===== src/rtl/rx_frontend_dco.sv =====
// Receive ADC front end: lane mux/invert, 24-bit left-justify, adaptive DC removal,
// optional IQ balance correction, all configured through the settings bus.
`timescale 1ns/1ps
module rx_frontend_dco #(
  parameter int BASE      = 0,
  parameter int WIDTH_IN  = 16,
  parameter int DCO_SHIFT = 20,
  parameter bit IQCOMP_EN = 1'b1
) (
  input  logic                clk,
  input  logic                rst,
  input  logic                set_stb,
  input  logic [7:0]          set_addr,
  input  logic [31:0]         set_data,
  input  logic                run,
  input  logic [WIDTH_IN-1:0] adc_a,
  input  logic [WIDTH_IN-1:0] adc_b,
  input  logic                adc_stb,
  output logic [23:0]         i_out,
  output logic [23:0]         q_out,
  output logic                out_stb
);
  localparam int IW = 24 + DCO_SHIFT;

  function automatic logic [23:0] ljust(input logic [WIDTH_IN-1:0] v);
    logic [23:0] r;
    r = '0;
    r[23 -: WIDTH_IN] = v;
    return r;
  endfunction

  function automatic logic [23:0] neg_sat(input logic [23:0] v);
    return (v == 24'h800000) ? 24'h7FFFFF : (~v + 24'd1);
  endfunction

  function automatic logic [23:0] sat24(input logic [24:0] v);
    if (v[24] == v[23]) return v[23:0];
    return v[24] ? 24'h800000 : 24'h7FFFFF;
  endfunction

  logic [3:0]  ctrl_reg;
  logic        auto_reg [2];
  logic        load_reg [2];
  logic [23:0] val_reg [2];
  logic [17:0] mag_reg;
  logic [17:0] phase_reg;
  logic        unused_set_bits;

  assign unused_set_bits = ^set_data[29:24];

  // Load is a one-cycle pulse; everything else is stored state.
  always_ff @(posedge clk) begin
    if (rst) begin
      ctrl_reg  <= '0;
      mag_reg   <= '0;
      phase_reg <= '0;
      for (int k = 0; k < 2; k++) begin
        auto_reg[k] <= 1'b0;
        load_reg[k] <= 1'b0;
        val_reg[k]  <= '0;
      end
    end else begin
      for (int k = 0; k < 2; k++) load_reg[k] <= 1'b0;
      if (set_stb) begin
        if (set_addr == 8'(BASE)) ctrl_reg <= set_data[3:0];
        for (int k = 0; k < 2; k++) begin
          if (set_addr == 8'(BASE + 1 + k)) begin
            load_reg[k] <= set_data[31];
            auto_reg[k] <= set_data[30];
            val_reg[k]  <= set_data[23:0];
          end
        end
        if (set_addr == 8'(BASE + 3)) mag_reg <= set_data[17:0];
        if (set_addr == 8'(BASE + 4)) phase_reg <= set_data[17:0];
      end
    end
  end

  logic [WIDTH_IN-1:0] raw_i, raw_q;
  logic [23:0]         lj_i, lj_q;
  logic [23:0]         s1_next [2];
  logic [23:0]         s1_reg [2];
  logic                s1_stb_reg;

  always_comb begin
    raw_i      = ctrl_reg[0] ? adc_b : adc_a;
    raw_q      = ctrl_reg[0] ? adc_a : adc_b;
    lj_i       = ljust(raw_i);
    lj_q       = ljust(raw_q);
    s1_next[0] = ctrl_reg[1] ? neg_sat(lj_i) : lj_i;
    s1_next[1] = ctrl_reg[3] ? 24'd0 : (ctrl_reg[2] ? neg_sat(lj_q) : lj_q);
  end

  always_ff @(posedge clk) begin
    if (rst) begin
      s1_reg[0]  <= '0;
      s1_reg[1]  <= '0;
      s1_stb_reg <= 1'b0;
    end else begin
      s1_reg[0]  <= s1_next[0];
      s1_reg[1]  <= s1_next[1];
      s1_stb_reg <= adc_stb;
    end
  end

  logic [23:0] y_dc [2];
  logic        s2_stb_reg;

  always_ff @(posedge clk) begin
    if (rst) s2_stb_reg <= 1'b0;
    else     s2_stb_reg <= s1_stb_reg;
  end

  for (genvar gi = 0; gi < 2; gi++) begin : g_dc
    logic [IW-1:0] integ_reg;
    logic [23:0]   y_reg;
    logic [23:0]   est;
    logic [24:0]   diff;
    logic [23:0]   y;
    logic [IW:0]   acc;
    logic [IW-1:0] acc_sat;

    always_comb begin
      est  = integ_reg[IW-1:DCO_SHIFT];
      diff = {s1_reg[gi][23], s1_reg[gi]} - {est[23], est};
      y    = sat24(diff);
      acc  = {integ_reg[IW-1], integ_reg} + {{(DCO_SHIFT + 1){y[23]}}, y};
      if (acc[IW] != acc[IW-1])
        acc_sat = acc[IW] ? {1'b1, {(IW - 1){1'b0}}} : {1'b0, {(IW - 1){1'b1}}};
      else
        acc_sat = acc[IW-1:0];
    end

    // Load overrides the loop update when both land in the same cycle.
    always_ff @(posedge clk) begin
      if (rst) begin
        integ_reg <= '0;
        y_reg     <= '0;
      end else begin
        y_reg <= y;
        if (load_reg[gi])
          integ_reg <= {val_reg[gi], {DCO_SHIFT{1'b0}}};
        else if (auto_reg[gi] && run && s1_stb_reg)
          integ_reg <= acc_sat;
      end
    end

    assign y_dc[gi] = y_reg;
  end

  if (IQCOMP_EN) begin : g_iq
    logic signed [35:0] op_y, op_m, op_p;
    logic [35:0]        mi_reg, mq_reg;
    logic [23:0]        yi_dly_reg, yq_dly_reg;
    logic               s3_stb_reg;
    logic [23:0]        i_reg, q_reg;
    logic               s4_stb_reg;
    logic               unused_frac;

    assign op_y        = {{18{y_dc[0][23]}}, y_dc[0][23:6]};
    assign op_m        = {{18{mag_reg[17]}}, mag_reg};
    assign op_p        = {{18{phase_reg[17]}}, phase_reg};
    assign unused_frac = ^{mi_reg[11:0], mq_reg[11:0]};

    always_ff @(posedge clk) begin
      if (rst) begin
        mi_reg     <= '0;
        mq_reg     <= '0;
        yi_dly_reg <= '0;
        yq_dly_reg <= '0;
        s3_stb_reg <= 1'b0;
        i_reg      <= '0;
        q_reg      <= '0;
        s4_stb_reg <= 1'b0;
      end else begin
        mi_reg     <= op_y * op_m;
        mq_reg     <= op_y * op_p;
        yi_dly_reg <= y_dc[0];
        yq_dly_reg <= y_dc[1];
        s3_stb_reg <= s2_stb_reg;
        i_reg      <= sat24({yi_dly_reg[23], yi_dly_reg} + {mi_reg[35], mi_reg[35:12]});
        q_reg      <= sat24({yq_dly_reg[23], yq_dly_reg} + {mq_reg[35], mq_reg[35:12]});
        s4_stb_reg <= s3_stb_reg;
      end
    end

    assign i_out   = i_reg;
    assign q_out   = q_reg;
    assign out_stb = s4_stb_reg & run;
  end else begin : g_bypass
    logic unused_corr;
    assign unused_corr = ^{mag_reg, phase_reg};
    assign i_out   = y_dc[0];
    assign q_out   = y_dc[1];
    assign out_stb = s2_stb_reg & run;
  end
endmodule

===== config.mk =====
export PLATFORM = sky130hd
export DESIGN_NAME = rx_frontend_dco
export DESIGN_NICKNAME = d
export VERILOG_FILES = /design/src/rtl/rx_frontend_dco.sv
export SDC_FILE = /design/constraint.sdc
export NUM_CORES = 2
export LEC_CHECK = 0
export BUFFER_PORTS_ARGS = -buffer_cell sky130_fd_sc_hd__buf_2
export CAP_MARGIN = 30
export CORE_MARGIN = 2
export CORE_UTILIZATION = 35
export CTS_BUF_LIST = sky130_fd_sc_hd__clkbuf_8 sky130_fd_sc_hd__clkbuf_16
export CTS_CLUSTER_DIAMETER = 60
export DETAILED_ROUTE_END_ITERATION = 10
export HOLD_SLACK_MARGIN = 0.15
export PLACE_DENSITY = 0.5
export SYNTH_ARGS = -nofsm -noshare
export SYNTH_HDL_FRONTEND = slang
export SYNTH_SLANG_ARGS = --single-unit

===== constraint.sdc =====
create_clock -name clk -period 7.4 [get_ports clk]
set_input_delay 0.37 -clock clk [delete_from_list [all_inputs] [get_ports clk]]
set_output_delay 0.37 -clock clk [all_outputs]
set_load 0.02 [all_outputs]

[Yosys cells after proc, flatten, opt, wreduce, memory -nomap -nowiden]
Memories as Yosys holds them, arrays and structs flattened.
Index checks and enable logic that the tools add are counted.
Word-level totals
  input bits: 77
  flip-flop bits (word level): 348
  output and inout port bits: 49
  bits in writable memories: 100
  memories kept: 4
  word-level logic and storage cells: 124
Memories
  s1_reg: words 2, width 24, rd ports 2, clocked after Yosys merged registers in 0, wr ports 2, line 82  | logic [23:0] s1_reg [2];
  val_reg: words 2, width 24, rd ports 2, clocked after Yosys merged registers in 0, wr ports 2, line 44  | logic [23:0] val_reg [2];
  auto_reg: words 2, width 1, rd ports 2, clocked after Yosys merged registers in 0, wr ports 2, line 42  | logic auto_reg [2];
  load_reg: words 2, width 1, rd ports 2, clocked after Yosys merged registers in 0, wr ports 2, line 43  | logic load_reg [2];
Operators by class
  multiply operators: 2
  bitwise logic cells: 13
  mux-type cells: 54
  reduce and logical (&&, ||, !) cells: 12
  add/sub/neg operators: 8
  eq/ne operators: 12
Operators by type and width (count)
  $mux 24: 21
  $mux 44: 8
  $add 44x24->45: 2
  $mul 18x18->36: 2
  $add 24x24->25: 2
  $sub 24x24->25: 2
  $add 24x1->24 const B: 2
  $not 24->24: 2
  $eq 16x16->1 const B: 2
  $mux 16: 2
  $mux 1: 23
  $eq 8x2->1 const B: 2
  $or 1x1->1: 10
  $eq 8x1->1 const B: 1
  $eq 8x3->1 const B: 1
  $logic_not 8->1: 1
  $reduce_and 2->1: 3
  $eq 1x1->1: 4
  $logic_and 1x1->1: 4
  $reduce_bool 2->1: 2
  $reduce_or 2->1: 2
  $ne 1x1->1: 2
  $and 1x1->1: 1

[Depth between registers and ports, before layout]
An unclocked memory read counts as a cell.
  depth in word-level cells: 10
  depth in mapped cells: 30
  depth with buffers taken out: 28

[Worst setup path before layout]
No wires, ideal clock.
  path kind: register -> register
  start point: register g_dc[0].y_reg[23]
  end point: register g_iq.mq_reg[34]
  period minus slack after synthesis: 6.849 ns
  path slack: 0.551 ns
  data arrival time: 6.728 ns
  library setup time: 0.121 ns
  stages on the path, launching flop included: 22
  data required time: 7.279 ns
  path buffers: 2
  cells stage by stage: dfxtp_1 clkbuf_1 clkbuf_1 and2_1 fa_1 fa_1 ha_1 inv_1 fa_1 fa_1 fa_1 inv_1 ha_1 a2111oi_0 o21ai_0 a41o_1 a2111o_1 and3_1 nor3_2 o21ai_0 a21oi_1 mux2_2
Between the ends
  cells in the longest elaborated chain, start to end: 1
RTL lines
  start: declaration: line 116  | logic [23:0] y_reg;
  start signal: assignment: line 140  | y_reg <= y;
  $mul 18x18->36: line 177  | mq_reg <= op_y * op_p;
  end signal: assignment: line 177
  end: declaration: line 153  | logic [35:0] mi_reg, mq_reg;
No other way between the ends.
A chain may end at the register's enable or synchronous reset.

[Worst setup path in the final report]
  start point: register g_dc[0].y_reg[21]
  end point: register g_iq.mq_reg[34]
Same word-level chain as after synthesis.

==> metrics.md <==
| Metric | Value |
|---|---|
| Vias in the first global route | 38,600 |
| First-pass GRT wire length | 216 mm |
| Post-Synth XOR/XNOR Area | 4.33% |
| Fin Clk Skew | 0.0620 ns |
| Critical path required time | 7.96 ns |
| CP max FO | 22 |
| Final core area utilization | 39.3% |
| Rows | 135 |
| Critical path startpoint category | register |
| Placed Cells | 7,217 |
| Clk buf depth | 3 |
| Final Instance Count excl. Fillers | 7,371 |
| Worst vdd ir | 0.192 mV |
| Fin crit period | 7.02 ns |
| Outcome | complete, no violations |
| Initial antenna violation count | 5 |
| Synth Flop Type | dfxtp_1 |
| TritonRoute pass-1 iters | 5 |
| Layout area overhead | 11.9% |
| H-tree depth | 2 |
| Die Span Y | 372 um |
| Via count | 36,600 |
| Grt ovf | 0 |
| Slew @ Worst Pin | 0.947 ns |
| RSZ-0062 raised after global routing | false |
| Post-synth top area share | 27.9% |
| Rel. slew slack | 36.1% |
| Synth top area cells | fa_1, dfxtp_1, ha_1, inv_1, nand2_1 |
| Synthesized net count | 6,534 |
| All-Layer GR Usage | 19.9% |
| TritonCTS clock tree | built |
| Residual DRC count | 0 |
| Routed vias/inst | 4.97 |
| Final nets | 6,642 |
| WL final | 134 mm |
| Mux cell area share after synthesis | 1.26% |
| Leading area contributor after synthesis | fa_1 |
| WL per Instance | 18.2 um |
| Sink Count | 410 |
| Synth Instances | 5,431 |
| Tcrit/Tclk final | 94.8% |
| Ys Warns | 0 |
| Antenna viol nets, final | 0 |
| Leakage | 0.0247 uW |
| Die area | 139,000 um2 |
| Layout cells sized above 1 | 8.10% |
| Clock latency at the later pin of the worst-skew pair | 0.67 ns |
| Largest net degree at the start of global routing | 79 |
| CTS Buf Count | 59 |
| Pwr/cell area | 149 nW/um2 |
| I/O Buffers | 119 |
| Sequential area share after synthesis | 18.3% |
| FMAX | 143 MHz |
| Simple-gate share of the synthesized area | 15.4% |
| CP arrival | 7.57 ns |
| Setup TNS | 0 ns |
| Largest family of logic cells by synthesized area | adder cells |
| Number of synthesized flops with an enable pin | 50 |
| Kind of end point of the critical path | register |
| Distinct cells, synth | 90 |
| Share of synthesized registers carrying an async set or reset | 0% |
| Post-Syn Area | 47,500 um2 |
| Avg Cell Area, Syn | 8.75 um2 |
| Final setup violation count | 0 |
| Hold Vio Cnt, Final | 0 |
| # diodes | 0 |
| Most common cell in the synthesized netlist | inv_1 |
| Max reg flops | 88 |
| Top post-synthesis cells by count | inv_1, fa_1, nand2_1 |
| Number of synthesized register bits | 410 |
| DR iter-0 viols | 1,900 |
| Filler cells | 14,000 |
| Adder-cell share of the synthesized area | 38.3% |
| I/O pins | 126 |
| DP HPWL | 108 mm |
| Root Driver | clkbuf_16 |
| Worst Hold Class | primary input to register |
| Post-synthesis compound-gate area fraction | 13.1% |
| Maxcap violations | 0 |
| Placeable Area | 135,000 um2 |
| Initial Util | 35.2% |
| Slew Viols, Final | 0 |
| GPL Wtd Cong | 0.867 |
| Die width | 372 um |
| Clock slew at reported path FFs | 0.06 ns |
| Crit Path Class | register to register |
## layout make-up
type / count / area (um2) / share of cell area (%)
sequential: 410 / 8710 / 16.4
multi-input combinational: 3874 / 34500 / 64.9
timing repair buffer: 318 / 2310 / 4.34
inverter: 876 / 3290 / 6.19
tap: 1781 / 2230 / 4.19
clock buffer: 62 / 1520 / 2.86
clock inverter: 50 / 582 / 1.09
## critical path, cell delays in order, from the launching register on
cell	delay, ns
dfxtp_1	0.71
buf_4	0.41
and2_1	0.20
fa_1	0.39
inv_1	0.09
fa_1	0.43
inv_1	0.07
ha_1	0.13
inv_1	0.05
fa_1	0.53
inv_1	0.07
fa_1	0.53
inv_1	0.05
fa_1	0.47
inv_1	0.05
ha_1	0.31
a21oi_1	0.26
o21ai_0	0.13
a21oi_1	0.34
nor4_1	0.16
a2111o_1	0.37
and3_1	0.19
nor3_2	0.23
o21ai_0	0.19
a21oi_1	0.19
mux2_2	0.35
## cell families (layout without fill, tap and decap cells)
family | count (synthesis) | in the layout
and+or+nand+nor | 1504 | 1504
buffers and inverters | 1147 | 1306
adders and majority gates | 1066 | 1066
AOI/OAI and AO/OA | 1010 | 1010
DFF | 410 | 410
xor gates and xnor gates | 235 | 235
muxes | 59 | 59
## power breakdown
| group | internal, uW | switching [uW] |
|---|---|---|
| Clock | 1780 | 1220 |
| Sequential | 2410 | 138 |
| Combinational | 893 | 1460 |
| Total | 5080 | 2820 |
## metrics by stage
stage | instance area, um2 | hold slack [ns] | power (uW) | setup slack, ns
after CTS | 53100 | 0.155 | 7970 | 0.240
after floorplan | 47500 | 0.414 | 4060 | 0.551
after global placement | 50600 | 0.420 | 4920 | 0.406
after detailed placement | 50600 | 0.425 | 4920 | 0.280
after global routing | 53100 | 0.179 | 8300 | 0.0168
final | 53100 | 0.183 | 7900 | 0.384
## layer usage
layer  up-vias  global-route usage, %  wire (um)
li1      17700                      -          -
met1     18200                   26.8      62200
met2       602                   34.3      64500
met3       162                   1.77       4310
met4         0                   4.96       3350
met5         -                      0          0
## worst paths after layout
check                                  startpoint            endpoint  slack, ns  depth (start not counted)
worst max register to register  g_dc[0].y_reg[21]     g_iq.mq_reg[34]       0.38                         25
worst min register to register   g_dc[1].y_reg[3]  g_iq.yq_dly_reg[3]       0.43                          1
worst min-delay path                    adc_b[11]       s1_reg[0][43]       0.18                          4
worst max-delay path            g_dc[0].y_reg[21]     g_iq.mq_reg[34]       0.38                         25
## placed cells by master, fill, tap and decap left out, types with 45 or more instances in the layout
master	synthesis	routed
a21oi_1	369	369
and2_1	304	304
a21o_1	90	90
nand2b_1	45	45
buf_4	0	148
ha_1	364	364
xnor2_1	137	137
buf_2	16	118
nor2_1	234	233
nand3_1	46	46
xor2_1	98	98
nor3_1	88	88
inv_1	875	878
nand2_1	572	572
o21ai_0	246	245
edfxtp_1	50	50
fa_1	662	662
mux2i_1	53	53
nor2b_1	84	84
clkbuf_16	0	59
dfxtp_1	360	357
## what timing repair did
item	4_1_cts	5_1_grt
setup endpoints to repair	0	44
gates resized for setup	0	7
buffers inserted	0	0
hold buffers	42	0
endpoints found under the hold margin	77	0
(Power assumes the default switching activity.)
